## src/rtl/mips_pkg.sv

```systemverilog
// Shared execute-stage definitions: ALU operation codes and EX FSM states.
package mips_pkg;

  localparam logic [2:0] ALU_ADD = 3'b000;
  localparam logic [2:0] ALU_SUB = 3'b001;
  localparam logic [2:0] ALU_AND = 3'b010;
  localparam logic [2:0] ALU_OR  = 3'b011;
  localparam logic [2:0] ALU_SLT = 3'b100;
  localparam logic [2:0] ALU_NOR = 3'b101;
  localparam logic [2:0] ALU_SLL = 3'b110;
  localparam logic [2:0] ALU_MUL = 3'b111;

  typedef enum logic {
    EX_IDLE,
    EX_MUL
  } ex_state_t;

endpackage

```

## src/rtl/ex_mem_stage_seq_multiplier.sv

```systemverilog
// Iterative shift-add multiplier, one partial-product step per cycle.
// The product is presented combinationally during the final iteration so the
// caller can register it on the completing edge.
module seq_multiplier #(
  parameter int unsigned DATA_W = 32
) (
  input  logic              clk,
  input  logic              rst_n,
  input  logic              start_i,
  input  logic              flush_i,
  input  logic [DATA_W-1:0] a_i,
  input  logic [DATA_W-1:0] b_i,
  output logic              busy_o,
  output logic              done_o,
  output logic [DATA_W-1:0] product_o
);

  localparam int unsigned CW = (DATA_W > 1) ? $clog2(DATA_W) : 1;
  localparam logic [CW-1:0] LAST = CW'(DATA_W - 1);

  logic              busy_q;
  logic [CW-1:0]     cnt_q;
  logic [DATA_W-1:0] acc_q;
  logic [DATA_W-1:0] mcand_q;
  logic [DATA_W-1:0] mplier_q;
  logic [DATA_W-1:0] acc_d;

  // Accumulate the current partial product.
  always_comb begin
    acc_d = acc_q + (mplier_q[0] ? mcand_q : '0);
  end

  // Iteration state: load on start, drop on flush, otherwise step until the last count.
  always_ff @(posedge clk) begin
    if (!rst_n) begin
      busy_q   <= 1'b0;
      cnt_q    <= '0;
      acc_q    <= '0;
      mcand_q  <= '0;
      mplier_q <= '0;
    end else if (start_i) begin
      busy_q   <= 1'b1;
      cnt_q    <= '0;
      acc_q    <= '0;
      mcand_q  <= a_i;
      mplier_q <= b_i;
    end else if (flush_i) begin
      busy_q <= 1'b0;
      cnt_q  <= '0;
    end else if (busy_q) begin
      acc_q    <= acc_d;
      mcand_q  <= mcand_q << 1;
      mplier_q <= mplier_q >> 1;
      if (cnt_q == LAST) begin
        busy_q <= 1'b0;
        cnt_q  <= '0;
      end else begin
        cnt_q <= cnt_q + 1'b1;
      end
    end
  end

  assign busy_o    = busy_q;
  assign done_o    = busy_q && (cnt_q == LAST);
  assign product_o = acc_d;

endmodule

```

## src/rtl/ex_mem_stage.sv

```systemverilog
// Execute stage with EX/MEM boundary register.
// Optional feature macro MUL_UNIT_EN: ALUOp 111 runs an iterative multiplier
// that stalls upstream; without it ALUOp 111 yields 0 in a single cycle.
module ex_mem_stage
  import mips_pkg::*;
#(
  parameter int unsigned DATA_W     = 32,
  parameter int unsigned REG_ADDR_W = 5
) (
  input  logic                  clk,
  input  logic                  rst_n,
  input  logic                  in_valid,
  input  logic                  in_flush,
  input  logic [DATA_W-1:0]     in_read_data1,
  input  logic [DATA_W-1:0]     in_read_data2,
  input  logic [DATA_W-1:0]     in_extended_bits,
  input  logic [DATA_W-1:0]     in_new_pc_value,
  input  logic [REG_ADDR_W-1:0] in_instr_bits_20_16,
  input  logic [REG_ADDR_W-1:0] in_instr_bits_15_11,
  input  logic                  in_RegDst,
  input  logic                  in_RegWrite,
  input  logic                  in_ALUSrc,
  input  logic                  in_MemWrite,
  input  logic                  in_MemRead,
  input  logic                  in_MemToReg,
  input  logic                  in_PCSrc,
  input  logic [2:0]            in_ALUOp,
  output logic                  stall_req,
  output logic                  valid,
  output logic [DATA_W-1:0]     alu_result,
  output logic [DATA_W-1:0]     write_data,
  output logic [REG_ADDR_W-1:0] write_reg,
  output logic [DATA_W-1:0]     branch_target,
  output logic                  zero,
  output logic                  RegWrite,
  output logic                  MemWrite,
  output logic                  MemRead,
  output logic                  MemToReg,
  output logic                  PCSrc
);

  logic [DATA_W-1:0] op_b;
  logic [DATA_W-1:0] alu_res;
  logic [DATA_W-1:0] res_sel;
  logic              take;
  logic              is_mul;
  logic              issue;

  logic                  valid_q, valid_d;
  logic [DATA_W-1:0]     alu_result_q, alu_result_d;
  logic [DATA_W-1:0]     write_data_q, write_data_d;
  logic [REG_ADDR_W-1:0] write_reg_q, write_reg_d;
  logic [DATA_W-1:0]     branch_target_q, branch_target_d;
  logic                  zero_q, zero_d;
  logic                  reg_write_q, reg_write_d;
  logic                  mem_write_q, mem_write_d;
  logic                  mem_read_q, mem_read_d;
  logic                  mem_to_reg_q, mem_to_reg_d;
  logic                  pc_src_q, pc_src_d;

  assign take   = in_valid & ~in_flush;
  assign is_mul = (in_ALUOp == ALU_MUL);

  // Operand select and single-cycle ALU.
  always_comb begin
    op_b = in_ALUSrc ? in_extended_bits : in_read_data2;
    case (in_ALUOp)
      ALU_ADD: alu_res = in_read_data1 + op_b;
      ALU_SUB: alu_res = in_read_data1 - op_b;
      ALU_AND: alu_res = in_read_data1 & op_b;
      ALU_OR:  alu_res = in_read_data1 | op_b;
      ALU_SLT: alu_res = {{(DATA_W-1){1'b0}}, ($signed(in_read_data1) < $signed(op_b))};
      ALU_NOR: alu_res = ~(in_read_data1 | op_b);
      ALU_SLL: alu_res = op_b << in_extended_bits[10:6];
      default: alu_res = '0;
    endcase
  end

`ifdef MUL_UNIT_EN
  ex_state_t         state_q, state_d;
  logic              mul_start;
  logic              mul_busy;
  logic              mul_done;
  logic [DATA_W-1:0] mul_product;

  seq_multiplier #(.DATA_W(DATA_W)) u_mul (
    .clk       (clk),
    .rst_n     (rst_n),
    .start_i   (mul_start),
    .flush_i   (in_flush),
    .a_i       (in_read_data1),
    .b_i       (op_b),
    .busy_o    (mul_busy),
    .done_o    (mul_done),
    .product_o (mul_product)
  );

  // Multiply sequencing: entry, stall generation, completion and flush abort.
  always_comb begin
    state_d   = state_q;
    mul_start = 1'b0;
    stall_req = 1'b0;
    issue     = 1'b0;
    res_sel   = alu_res;
    case (state_q)
      EX_IDLE: begin
        stall_req = in_valid & is_mul;
        issue     = take & ~is_mul;
        if (take && is_mul) begin
          state_d   = EX_MUL;
          mul_start = 1'b1;
        end
      end
      EX_MUL: begin
        res_sel   = mul_product;
        stall_req = mul_busy & ~mul_done;
        if (in_flush) begin
          state_d = EX_IDLE;
        end else if (mul_done) begin
          state_d = EX_IDLE;
          issue   = 1'b1;
        end
      end
      default: state_d = EX_IDLE;
    endcase
  end

  // FSM state register.
  always_ff @(posedge clk) begin
    if (!rst_n) begin
      state_q <= EX_IDLE;
    end else begin
      state_q <= state_d;
    end
  end
`else
  // Without the multiplier every op completes in one cycle and nothing stalls.
  always_comb begin
    stall_req = 1'b0;
    issue     = take;
    res_sel   = alu_res;
  end
`endif

  // Next EX/MEM contents; control bits are gated so bubbles and kills carry no side effects.
  always_comb begin
    valid_d         = issue;
    alu_result_d    = res_sel;
    zero_d          = (res_sel == '0);
    write_reg_d     = in_RegDst ? in_instr_bits_15_11 : in_instr_bits_20_16;
    write_data_d    = in_read_data2;
    branch_target_d = in_new_pc_value + (in_extended_bits << 2);
    reg_write_d     = in_RegWrite & issue;
    mem_write_d     = in_MemWrite & issue;
    mem_read_d      = in_MemRead & issue;
    mem_to_reg_d    = in_MemToReg & issue;
    pc_src_d        = in_PCSrc & zero_d & issue;
  end

  // EX/MEM boundary register.
  always_ff @(posedge clk) begin
    if (!rst_n) begin
      valid_q         <= 1'b0;
      alu_result_q    <= '0;
      write_data_q    <= '0;
      write_reg_q     <= '0;
      branch_target_q <= '0;
      zero_q          <= 1'b0;
      reg_write_q     <= 1'b0;
      mem_write_q     <= 1'b0;
      mem_read_q      <= 1'b0;
      mem_to_reg_q    <= 1'b0;
      pc_src_q        <= 1'b0;
    end else begin
      valid_q         <= valid_d;
      alu_result_q    <= alu_result_d;
      write_data_q    <= write_data_d;
      write_reg_q     <= write_reg_d;
      branch_target_q <= branch_target_d;
      zero_q          <= zero_d;
      reg_write_q     <= reg_write_d;
      mem_write_q     <= mem_write_d;
      mem_read_q      <= mem_read_d;
      mem_to_reg_q    <= mem_to_reg_d;
      pc_src_q        <= pc_src_d;
    end
  end

  assign valid         = valid_q;
  assign alu_result    = alu_result_q;
  assign write_data    = write_data_q;
  assign write_reg     = write_reg_q;
  assign branch_target = branch_target_q;
  assign zero          = zero_q;
  assign RegWrite      = reg_write_q;
  assign MemWrite      = mem_write_q;
  assign MemRead       = mem_read_q;
  assign MemToReg      = mem_to_reg_q;
  assign PCSrc         = pc_src_q;

endmodule
```

## config.mk

```make
export PLATFORM = sky130hd
export DESIGN_NAME = ex_mem_stage
export DESIGN_NICKNAME = d
export VERILOG_FILES = /design/src/rtl/mips_pkg.sv /design/src/rtl/ex_mem_stage_seq_multiplier.sv /design/src/rtl/ex_mem_stage.sv
export SDC_FILE = /design/constraint.sdc
export NUM_CORES = 1
export LEC_CHECK = 0
export ABC_AREA = 1
export CORE_MARGIN = 2
export CORE_UTILIZATION = 50
export CTS_BUF_LIST = sky130_fd_sc_hd__clkbuf_4 sky130_fd_sc_hd__clkbuf_8
export CTS_CLUSTER_SIZE = 40
export DETAILED_ROUTE_END_ITERATION = 10
export PLACE_DENSITY_LB_ADDON = 0.15
export SYNTH_ARGS = -nofsm -noshare
export SYNTH_HDL_FRONTEND = slang
export SYNTH_SLANG_ARGS = --single-unit
```

## constraint.sdc

```tcl
create_clock -name clk -period 3.8 [get_ports clk]
set_input_delay 0.76 -clock clk [delete_from_list [all_inputs] [get_ports clk]]
set_output_delay 0.76 -clock clk [all_outputs]
set_load 0.005 [all_outputs]
```

==> flow_metrics.py, run 1 <==
metrics = {
    "status": {
        "outcome": "completed",
    },
    "timing": {
        "slew_violations": 0,
        "clock.fmax_mhz": 274.0,
        "worst_pin_slew_ns": 1.304,
        "post-route-period-util": 0.9603,
        "max-slew-margin-rel": 0.1295,
        "final-setup-viol-count": 0,
        "hold_viol_final": 0,
        "period_needed_ns": 3.649,
        "worst_slack_ns": 0.1509,
        "holdWs_ns": 0.8411,
    },
    "min_path": {
        "hp-start": "in_RegWrite",
        "min_to": "RegWrite",
        "whs_path_depth": 3,
        "hold_path.class": "in2reg",
    },
    "yosys": {
        "yosys-top-cells-area": "nand2_1, dfxtp_1, nand3_1, ha_1, inv_1",
        "synth.distinct_cells": 42,
        "synth_async_sr_flop_share": 0,
        "synth_flop_cell": "dfxtp_1",
        "synth_edf_count": 0,
        "syn_area_per_cell_um2": 5.533,
        "synth-seq-area-share": 0.1633,
        "netlist_instances": 2393,
        "yosys.area.top_type": "nand2_1",
        "ys_seq_elements": 108,
        "syn_area_mm2": 0.01324,
        "synth_nets": 2682,
        "yosysWarningCount": 0,
        "synth_top_area_frac": 0.2019,
    },
    "final_layout": {
        "diodes": 0,
        "final_area_mm2": 0.01908,
        "final_cells": 3287,
        "syn_to_final_growth_pct": 44.12,
        "finalNetCount": 3236,
        "drive_above_1_share": 0.1535,
    },
    "setup_path": {
        "max_stage_delay_ns": 0.47,
        "start_kind": "input pin",
        "worstSetupPathType": "in2reg",
        "slowest_stage": "clkdlybuf4s50_1",
        "worst_ep_arrival_time_ns": 4.02,
        "required_ns": 4.17,
        "path_common_cell": "nand2_1",
        "end_kind": "flip-flop",
        "path_cells": "clkdlybuf4s50_1 -> nand2_1 -> nand2_2 -> ha_1 -> fa_1 -> nand2_1 -> nand2_1 -> nand3_1 -> nand2_1 -> buf_4 -> nand2_1 -> nand3_1 -> nand3_1 -> nand4_1 -> nor2_2 -> nand2_1 -> nor2_1 -> nand3_1 -> nor2_1",
        "cpLargestDelayFamily": "simple AND/OR/NAND/NOR gates",
        "path_buf_inv": 2,
        "cp_max_fo": 3,
    },
    "place": {
        "io_buffers": 259,
        "gp_congestion": 1.068,
        "place.detailed.hpwl_um": 47790,
        "place_area_mm2": 0.01864,
        "place_ws_ns": -0.8691,
        "dp.cells": 3268,
    },
    "global_route": {
        "antenna_found_initial": 0,
        "grt_overflow_total": 0,
        "grt_max_degree": 75,
        "grt_usage": 0.4053,
        "grt_pass1_wl_um": 90040,
        "grt_pass1_vias": 17860,
    },
    "power": {
        "combPwrFrac": 0.575,
        "switching_share": 0.4292,
        "switching_power_mw": 2.112,
        "power_density_mw_per_mm2": 257.8,
        "vdd_drop_max_uv": 220.6,
        "p_int_mw": 2.808,
        "total_power_mw": 4.919,
        "pwr-share-clk": 0.170,
        "seq_power_share": 0.255,
        "p_leak_nw": 10.42,
    },
    "cts": {
        "cts.path.max_buffers": 2,
        "cts_buffers": 9,
        "ctsHtreeMaxLevel": 3,
        "clk_pin_slew_ns": 0.15,
        "cts_tree": "yes",
        "root_buffer": "clkbuf_8",
        "clock-sinks": 108,
    },
    "route": {
        "antenna_left": 0,
        "drt_first_iter_violations": 2026,
        "wl_per_cell_um": 17.62,
        "first_pass_iters": 7,
        "vias_per_cell": 5.560,
        "vias": 18280,
        "drt-total-wl_um": 57930,
        "drc": 0,
    },
    "floorplan": {
        "initial_core_util": 0.5081,
        "die_x_um": 166.7,
        "core_area_mm2": 0.02606,
        "fp.dieH_um": 166.7,
        "boundaryPins": 261,
        "die_area_mm2": 0.02780,
        "rows": 59,
    },
    "run": {
        "maxCapViolations": 0,
    },
}
-- cells in the mapped netlist (4+ instances only) --
cell type / count
nand3b_1: 4
inv_2: 10
a31oi_1: 11
a21oi_1: 127
nor2_1: 251
and2_1: 15
o221ai_1: 5
ha_1: 134
buf_4: 5
o21bai_1: 8
nand3_1: 361
a221oi_1: 19
buf_1: 7
nand4_1: 30
dfxtp_1: 108
inv_1: 371
clkbuf_1: 31
o21a_1: 13
nand2_1: 712
o21ai_0: 77
buf_2: 39
nor3_1: 17
-- kinds of logic after synthesis --
family                   Yosys count  share of synthesized area
flip-flops                       108                     0.1633
AO/OA/AOI/OAI                    275                     0.1186
other                              1                  0.0002832
buffers and inverters            469                     0.1398
AND/OR/NAND/NOR                 1399                     0.4442
adder cells (fa/ha/maj)          137                     0.1312
XOR/XNOR                           4                   0.002646
-- layout make-up --
class                      count  area (µm²)
tap                          335       419.2
timing repair buffer         628        5428
clock buffer                   9       123.9
multi-input combinational   1816        9425
fill                        2237        6977
clock inverter                 7       82.58
inverter                     384        1441
sequential                   108        2162
-- how the worst max path moves through the flow --
stage / depth (start not counted) / slack [ns] / from / endpoint
after floorplan: 23 / 0.64 / in_extended_bits[6] / zero
after global placement: 21 / -0.82 / in_ALUSrc / zero
after detailed placement: 21 / -0.87 / in_ALUSrc / zero
after CTS: 21 / 0.0002 / in_ALUSrc / PCSrc
after global routing: 19 / -0.05 / in_extended_bits[0] / zero
final: 19 / 0.15 / in_extended_bits[0] / zero
-- per-layer routing --
| metal | up-vias | GRT usage | part of all wire |
|---|---|---|---|
| met5 | - | 0 | 0 |
| met4 | 0 | 0.2020 | 0.054 |
| met3 | 206 | 0.06464 | 0.096 |
| li1 | 8738 | - | - |
| met2 | 1008 | 0.6840 | 0.46 |
| met1 | 8323 | 0.5015 | 0.39 |
-- cells in the final DEF, fill, tap and decap left out, drive strengths merged --
cell,synthesis,layout
a2111oi,1,1
a211oi,3,3
a21o,2,2
a21oi,129,129
a221oi,19,19
a22o,1,1
a31oi,11,11
a41oi,1,1
and2,15,15
buf,54,369
bufinv,0,1
clkbuf,31,10
clkdlybuf4s50,0,257
clkinv,3,5
clkinvlp,0,1
conb,1,1
dfxtp,108,108
dlymetal6s2s,0,1
fa,3,3
ha,134,134
inv,381,384
nand2,712,712
nand3,362,362
nand3b,4,4
nand4,30,30
nor2,254,254
nor3,18,18
nor4,1,1
o211ai,2,2
o21a,13,13
o21ai,79,79
o21bai,8,8
o221ai,5,5
o22ai,1,1
or2,3,3
xnor2,1,1
xor2,3,3
-- tightest hold or removal path: stages --
cell and delay [ns]:
clkdlybuf4s50_1 0.39, inv_1 0.05, nor2_1 0.04
-- power groups by stage --
stage / Combinational [mW] / Clock [mW] / Sequential (mW)
2_1_floorplan: 1.31 / 0 / 1.29
3_3_place_gp: 2.63 / 0 / 1.27
3_5_place_dp: 2.68 / 0 / 1.28
4_1_cts: 2.73 / 0.836 / 1.25
5_1_grt: 3.07 / 0.873 / 1.26
6_report: 2.83 / 0.838 / 1.25
-- metrics by stage --
stage	utilization	setup TNS [ns]
6_report	0.7323	0
3_5_place_dp	0.7151	-4.656
5_1_grt	0.7323	-0.06981
4_1_cts	0.7279	0
2_1_floorplan	-	0
3_3_place_gp	0.7151	-3.745
-- timing repair --
| action | 4_1_cts | 5_1_grt |
|---|---|---|
| hold buffers | 0 | 0 |
| pin swaps | 2 | 1 |
| setup buffers | 1 | 1 |
| gates cloned | 0 | 1 |
| endpoints found under the setup margin | 2 | 3 |
| resized for setup | 31 | 23 |
Note: power is estimated with default switching activity, not from simulation.
==> inputs of run 2 (changes only) <==
- CORE_UTILIZATION: 50 -> 33
- SYNTH_HIERARCHICAL: not set -> 1
==> run 2 against run 1 <==
Net effect: die area up 50%; sequential cell count unchanged; setup slack better by 0.016 ns; global-route usage down 9.8 points; critical path depth down 2; sequential power about the same; clock-buffer cell count up 1; non-clock buffer count up 102; via count down 3.6%; first-iteration DRC count down 37%; critical path type unchanged; largest cell class unchanged; highest routed layer unchanged.
==> flow_metrics.py, run 2 <==
metrics = {
    "yosys": {
        "ys_top_cells_by_count": "nand2_1, inv_1, nand3_1",
        "synth_top_area_frac": 0.2019,
        "synth_async_sr_flop_share": 0,
        "synth-seq-area-share": 0.1633,
        "syn_area_mm2": 0.01324,
        "netlist_instances": 2393,
        "ys_seq_elements": 108,
        "yosys.area.top_type": "nand2_1",
        "synth.distinct_cells": 42,
        "yosysMostFrequentCell": "nand2_1",
        "yosysWarningCount": 6,
        "yosys-top-cells-area": "nand2_1, dfxtp_1, nand3_1, ha_1, inv_1",
        "synth_nets": 2682,
        "synth_edf_count": 0,
        "synth_flop_cell": "dfxtp_1",
        "syn_area_per_cell_um2": 5.533,
    },
    "timing": {
        "post-route-period-util": 0.9562,
        "max-slew-margin-rel": 0.3712,
        "worst_slack_ns": 0.1665,
        "final-setup-viol-count": 0,
        "slew_violations": 0,
        "worst_pin_slew_ns": 0.9360,
        "hold_viol_final": 0,
        "holdWs_ns": 0.8319,
        "grt_setup_unrepaired": "no",
        "period_needed_ns": 3.634,
        "clock.fmax_mhz": 275.2,
    },
    "route": {
        "vias": 17620,
        "antenna_left": 0,
        "drt_first_iter_violations": 1281,
        "drc": 0,
        "drt-total-wl_um": 64390,
        "vias_per_cell": 4.924,
        "first_pass_iters": 6,
        "wl_per_cell_um": 17.99,
    },
    "min_path": {
        "hold_path.class": "in2reg",
        "whs_path_depth": 3,
        "hp-start": "in_MemToReg",
        "min_to": "MemToReg",
    },
    "final_layout": {
        "drive_above_1_share": 0.1830,
        "final_common_cell": "nand2_1",
        "fill_cells": 4338,
        "area.sequential_mm2": 0.002162,
        "final_cell_mix": "nand2_1, buf_4, inv_1",
        "diodes": 0,
        "syn_to_final_growth_pct": 51.26,
        "finalNetCount": 3338,
        "final_cells": 3579,
        "multi_input_area_mm2": 0.009442,
    },
    "global_route": {
        "gr-usage-met3": 0.05835,
        "grt_max_degree": 75,
        "grt_overflow_total": 0,
        "grt_pass1_vias": 17410,
        "grt_usage": 0.3076,
        "grt_busiest_layer": "met2",
        "grt_pass1_wl_um": 96980,
        "met2_usage": 0.5061,
        "antenna_found_initial": 0,
        "grt_use_met1": 0.4023,
    },
    "floorplan": {
        "die_x_um": 204.3,
        "boundaryPins": 261,
        "initial_core_util": 0.3340,
        "core_area_mm2": 0.03964,
        "die_area_mm2": 0.04174,
        "fp.dieH_um": 204.3,
        "rows": 73,
    },
    "cts": {
        "clk_pin_slew_ns": 0.10,
        "cts_tree": "yes",
        "ctsHtreeMaxLevel": 3,
        "cts.path.max_buffers": 2,
        "root_buffer": "clkbuf_8",
        "cts_buffers": 9,
        "cts_hold_buffers": 0,
        "clock-sinks": 108,
    },
    "setup_path": {
        "cpLargestDelayFamily": "simple AND/OR/NAND/NOR gates",
        "slowest_stage": "clkdlybuf4s50_1",
        "path_buf_inv": 3,
        "end_kind": "flip-flop",
        "start_kind": "input pin",
        "required_ns": 4.19,
        "worstSetupPathType": "in2reg",
        "cp_max_fo": 5,
        "worst_ep_arrival_time_ns": 4.02,
        "max_stage_delay_ns": 0.53,
        "path_cells": "clkdlybuf4s50_1 -> nand2_1 -> and2_2 -> ha_2 -> inv_2 -> a21oi_1 -> nand2_1 -> buf_4 -> o21ai_0 -> nand4_1 -> nand3_1 -> nand3_1 -> nor2_1 -> nand2_1 -> nor2_1 -> nand3_1 -> nor2_1",
    },
    "place": {
        "place.detailed.hpwl_um": 55470,
        "place_ws_ns": -1.044,
        "dp.cells": 3560,
        "gp_congestion": 1.004,
        "io_buffers": 259,
    },
    "run": {
        "maxCapViolations": 0,
    },
    "power": {
        "power_density_mw_per_mm2": 245.2,
        "p_leak_nw": 10.90,
        "vdd_drop_max_uv": 203.7,
        "total_power_mw": 4.910,
    },
    "status": {
        "outcome": "completed",
    },
}
[run 2: cell counts after synthesis]
Identical to the previous run, type by type.
[run 2: cells by family (layout without fill, tap and decap cells)]
group | count (synthesis) | in the layout | share of synthesized area
DFF | 108 | 108 | 0.1633
xor gates and xnor gates | 4 | 4 | 0.002646
AOI/OAI and AO/OA | 275 | 275 | 0.1186
adders and majority gates | 137 | 137 | 0.1312
buffers and inverters | 469 | 1130 | 0.1398
and+or+nand+nor | 1399 | 1399 | 0.4442
other | 1 | 1 | 0.0002832
[run 2: final cells by class]
cell class | instances | area share
clock inverters | 6 | 0.001874
well taps | 525 | 0.03280
multi-input cells | 1816 | 0.4714
repair buffers | 730 | 0.3074
clock buffers | 10 | 0.006560
inverters | 384 | 0.07197
flip-flops and latches | 108 | 0.1080
[run 2: through the flow]
step / instance area, µm² / utilization / TNS, ns
3_5_place_dp: 19630 / 0.4951 / -10.79
5_1_grt: 20030 / 0.5052 / 0
3_3_place_gp: 19630 / 0.4951 / -10.30
2_1_floorplan: 13240 / - / 0
4_1_cts: 19900 / 0.5020 / 0
6_report: 20030 / 0.5052 / 0
[run 2: routing by layer]
metal | wire length (µm) | vias up
met3 | 4688 | 75
met1 | 28660 | 8029
met5 | 0 | -
met4 | 1852 | 0
li1 | - | 8937
met2 | 29190 | 581
[run 2: how the worst max path moves through the flow]
stage                        start     to  cells past startpoint
5_1_grt           in_read_data2[6]  PCSrc                     22
4_1_cts        in_extended_bits[7]   zero                     22
3_3_place_gp             in_ALUSrc  PCSrc                     24
6_report          in_read_data2[9]   zero                     17
3_5_place_dp             in_ALUSrc   zero                     24
2_1_floorplan  in_extended_bits[6]   zero                     23
[run 2: timing repair]
action / in CTS / in global routing
hold endpoints to repair: 0 / 0
pin swaps: 2 / 1
cloned: 0 / 0
gates resized for setup: 28 / 34
setup buffers: 2 / 1
setup endpoints to repair: 5 / 2
[run 2: power breakdown]
group	internal [mW]	leakage, nW	switching [mW]	total, mW
registers	1.22	0.896	0.0259	1.25
logic	1.34	9.91	1.62	2.95
clock network	0.245	0.0940	0.461	0.706
==> inputs of run 3 (changes only) <==
- DONT_BUFFER_PORTS: not set -> 1
==> run 3 against run 2 <==
Net effect: setup slack gained 0.15 ns; via count shrank 11%; combinational power shrank 29%; final cell count shrank 16%; sequential power is essentially flat; largest power group unchanged; highest routed layer unchanged.
==> flow_metrics.py, run 3 (synthesis results as in run 2) <==
metrics = {
    "status": {
        "outcome": "completed",
    },
    "route": {
        "vias_per_cell": 5.216,
        "vias": 15670,
        "drc": 0,
        "antenna_left": 0,
        "first_pass_iters": 5,
        "wl_per_cell_um": 20.00,
        "drt-total-wl_um": 60050,
        "drt_first_iter_violations": 1640,
    },
    "power": {
        "switching_share": 0.4515,
        "p_leak_nw": 8.408,
        "switching_power_mw": 1.883,
        "p_int_mw": 2.288,
        "seq_power_share": 0.306,
        "vdd_drop_max_uv": 188.7,
        "combPwrFrac": 0.503,
        "pwr-share-clk": 0.191,
        "power_density_mw_per_mm2": 279.8,
    },
    "setup_path": {
        "required_ns": 4.16,
        "worstSetupPathType": "in2reg",
        "slowest_stage": "ha_1",
        "cp_max_fo": 38,
        "startpoint": "in_ALUSrc",
        "cpLargestDelayFamily": "simple AND/OR/NAND/NOR gates",
        "path_buf_inv": 4,
        "end_kind": "flip-flop",
        "worst_ep_arrival_time_ns": 3.85,
        "path_cells": "inv_2 -> buf_12 -> nand2_1 -> nand2_1 -> inv_1 -> ha_1 -> nand2_1 -> nor2_1 -> inv_1 -> nor3_1 -> nand3_1 -> nand3_1 -> nand2_1 -> nand3_1 -> nand3_1 -> nor2_1 -> nand2_1 -> nor2_1 -> nand3_1 -> nor2_1",
        "max_stage_delay_ns": 0.46,
        "crit_cells": 20,
        "start_kind": "input pin",
        "crit_end": "zero",
    },
    "floorplan": {
        "boundaryPins": 261,
        "rows": 73,
        "die_area_mm2": 0.04174,
        "initial_core_util": 0.3340,
        "core_area_mm2": 0.03964,
        "die_x_um": 204.3,
        "fp.dieH_um": 204.3,
    },
    "cts": {
        "root_buffer": "clkbuf_8",
        "cts_tree": "yes",
        "clock-sinks": 108,
        "post_cts_resized": 0,
        "cts_buffers": 9,
        "post-cts-setup-buffers": 0,
        "cts_hold_buffers": 0,
        "ctsHtreeMaxLevel": 3,
        "clk_pin_slew_ns": 0.12,
        "cts.path.max_buffers": 2,
    },
    "final_layout": {
        "finalNetCount": 2762,
        "diodes": 0,
        "final_area_mm2": 0.01491,
        "syn_to_final_growth_pct": 12.58,
        "post-route-util": 0.3760,
        "final_common_cell": "nand2_1",
        "final_cell_mix": "nand2_1, inv_1, nand3_1",
        "drive_above_1_share": 0.07708,
    },
    "timing": {
        "clock.fmax_mhz": 287.3,
        "hold_viol_final": 0,
        "max-slew-margin-rel": 0.4596,
        "period_needed_ns": 3.481,
        "worst_pin_slew_ns": 0.8097,
        "final-setup-viol-count": 0,
        "slew_violations": 0,
        "post-route-period-util": 0.9161,
        "grt_setup_unrepaired": "no",
    },
    "run": {
        "maxCapViolations": 0,
    },
    "global_route": {
        "grt_overflow_total": 0,
        "grt_pass1_vias": 15100,
        "grt_max_degree": 76,
        "antenna_found_initial": 0,
        "grt_usage": 0.2840,
        "grt_pass1_wl_um": 89260,
    },
    "place": {
        "io_buffers": 0,
        "place_area_mm2": 0.01470,
        "gp_congestion": 0.9732,
        "place.detailed.hpwl_um": 51210,
    },
    "min_path": {
        "hold_path.class": "in2reg",
        "whs_path_depth": 2,
    },
}
run 3: changes by cell type in the layout (fill, tap and decap cells not counted), moves of 6 or more:
cell             previous run  this run
ha_4                        6         0
ha_1                      123       134
nand2_1                   700       712
nor2_1                    235       250
clkdlybuf4s50_1           257         0
nand2_2                    10         0
buf_4                     468       150
nor2_2                     18         4
run 3: stage by stage:
| step | setup TNS (ns) | total power, mW | std cells | hold slack, ns | setup slack (ns) |
|---|---|---|---|---|---|
| after global routing | 0 | 4.471 | 3003 | 0.3956 | 0.01075 |
| after global placement | -0.1294 | 3.364 | 2987 | 0.8542 | -0.06727 |
| final | 0 | 4.171 | 3003 | 0.4091 | 0.3187 |
| after CTS | 0 | 4.166 | 3003 | 0.3902 | 0.3900 |
| after floorplan | 0 | 2.598 | 2393 | 0.8535 | 0.6418 |
| after detailed placement | -0.1021 | 3.356 | 2987 | 0.8574 | -0.05676 |
run 3: layout make-up:
class	instances	area, µm²
Fill cell	4578	24740
Multi-Input combinational cell	1816	9230
Sequential cell	108	2162
Inverter	384	1441
Timing Repair Buffer	154	1206
Tap cell	525	656.9
Clock buffer	10	137.6
Clock inverter	6	71.32
run 3: how the worst min path moves through the flow:
stage,start,end,slack [ns]
2_1_floorplan,in_read_data2[0],write_data[0],0.85
3_5_place_dp,in_read_data2[28],write_data[28],0.86
3_3_place_gp,in_read_data2[0],write_data[0],0.85
5_1_grt,in_read_data2[24],write_data[24],0.40
4_1_cts,in_read_data2[27],write_data[27],0.39
6_report,in_read_data2[27],write_data[27],0.41
run 3: metal layers:
layer,track usage,up-vias,wire [µm]
met5,0,-,0
met4,0.08670,0,1700
met3,0.04751,72,4140
met2,0.4706,626,27410
met1,0.3754,7185,26800
li1,-,7782,-
run 3: power by group through the flow:
stage                     Combinational [mW]  Clock (mW)  Sequential (mW)
after floorplan                         1.31           0             1.29
after global placement                  2.06           0             1.30
after detailed placement                2.06           0             1.30
after CTS                               2.07       0.821             1.28
after global routing                    2.33       0.860             1.29
final                                   2.10       0.796             1.28
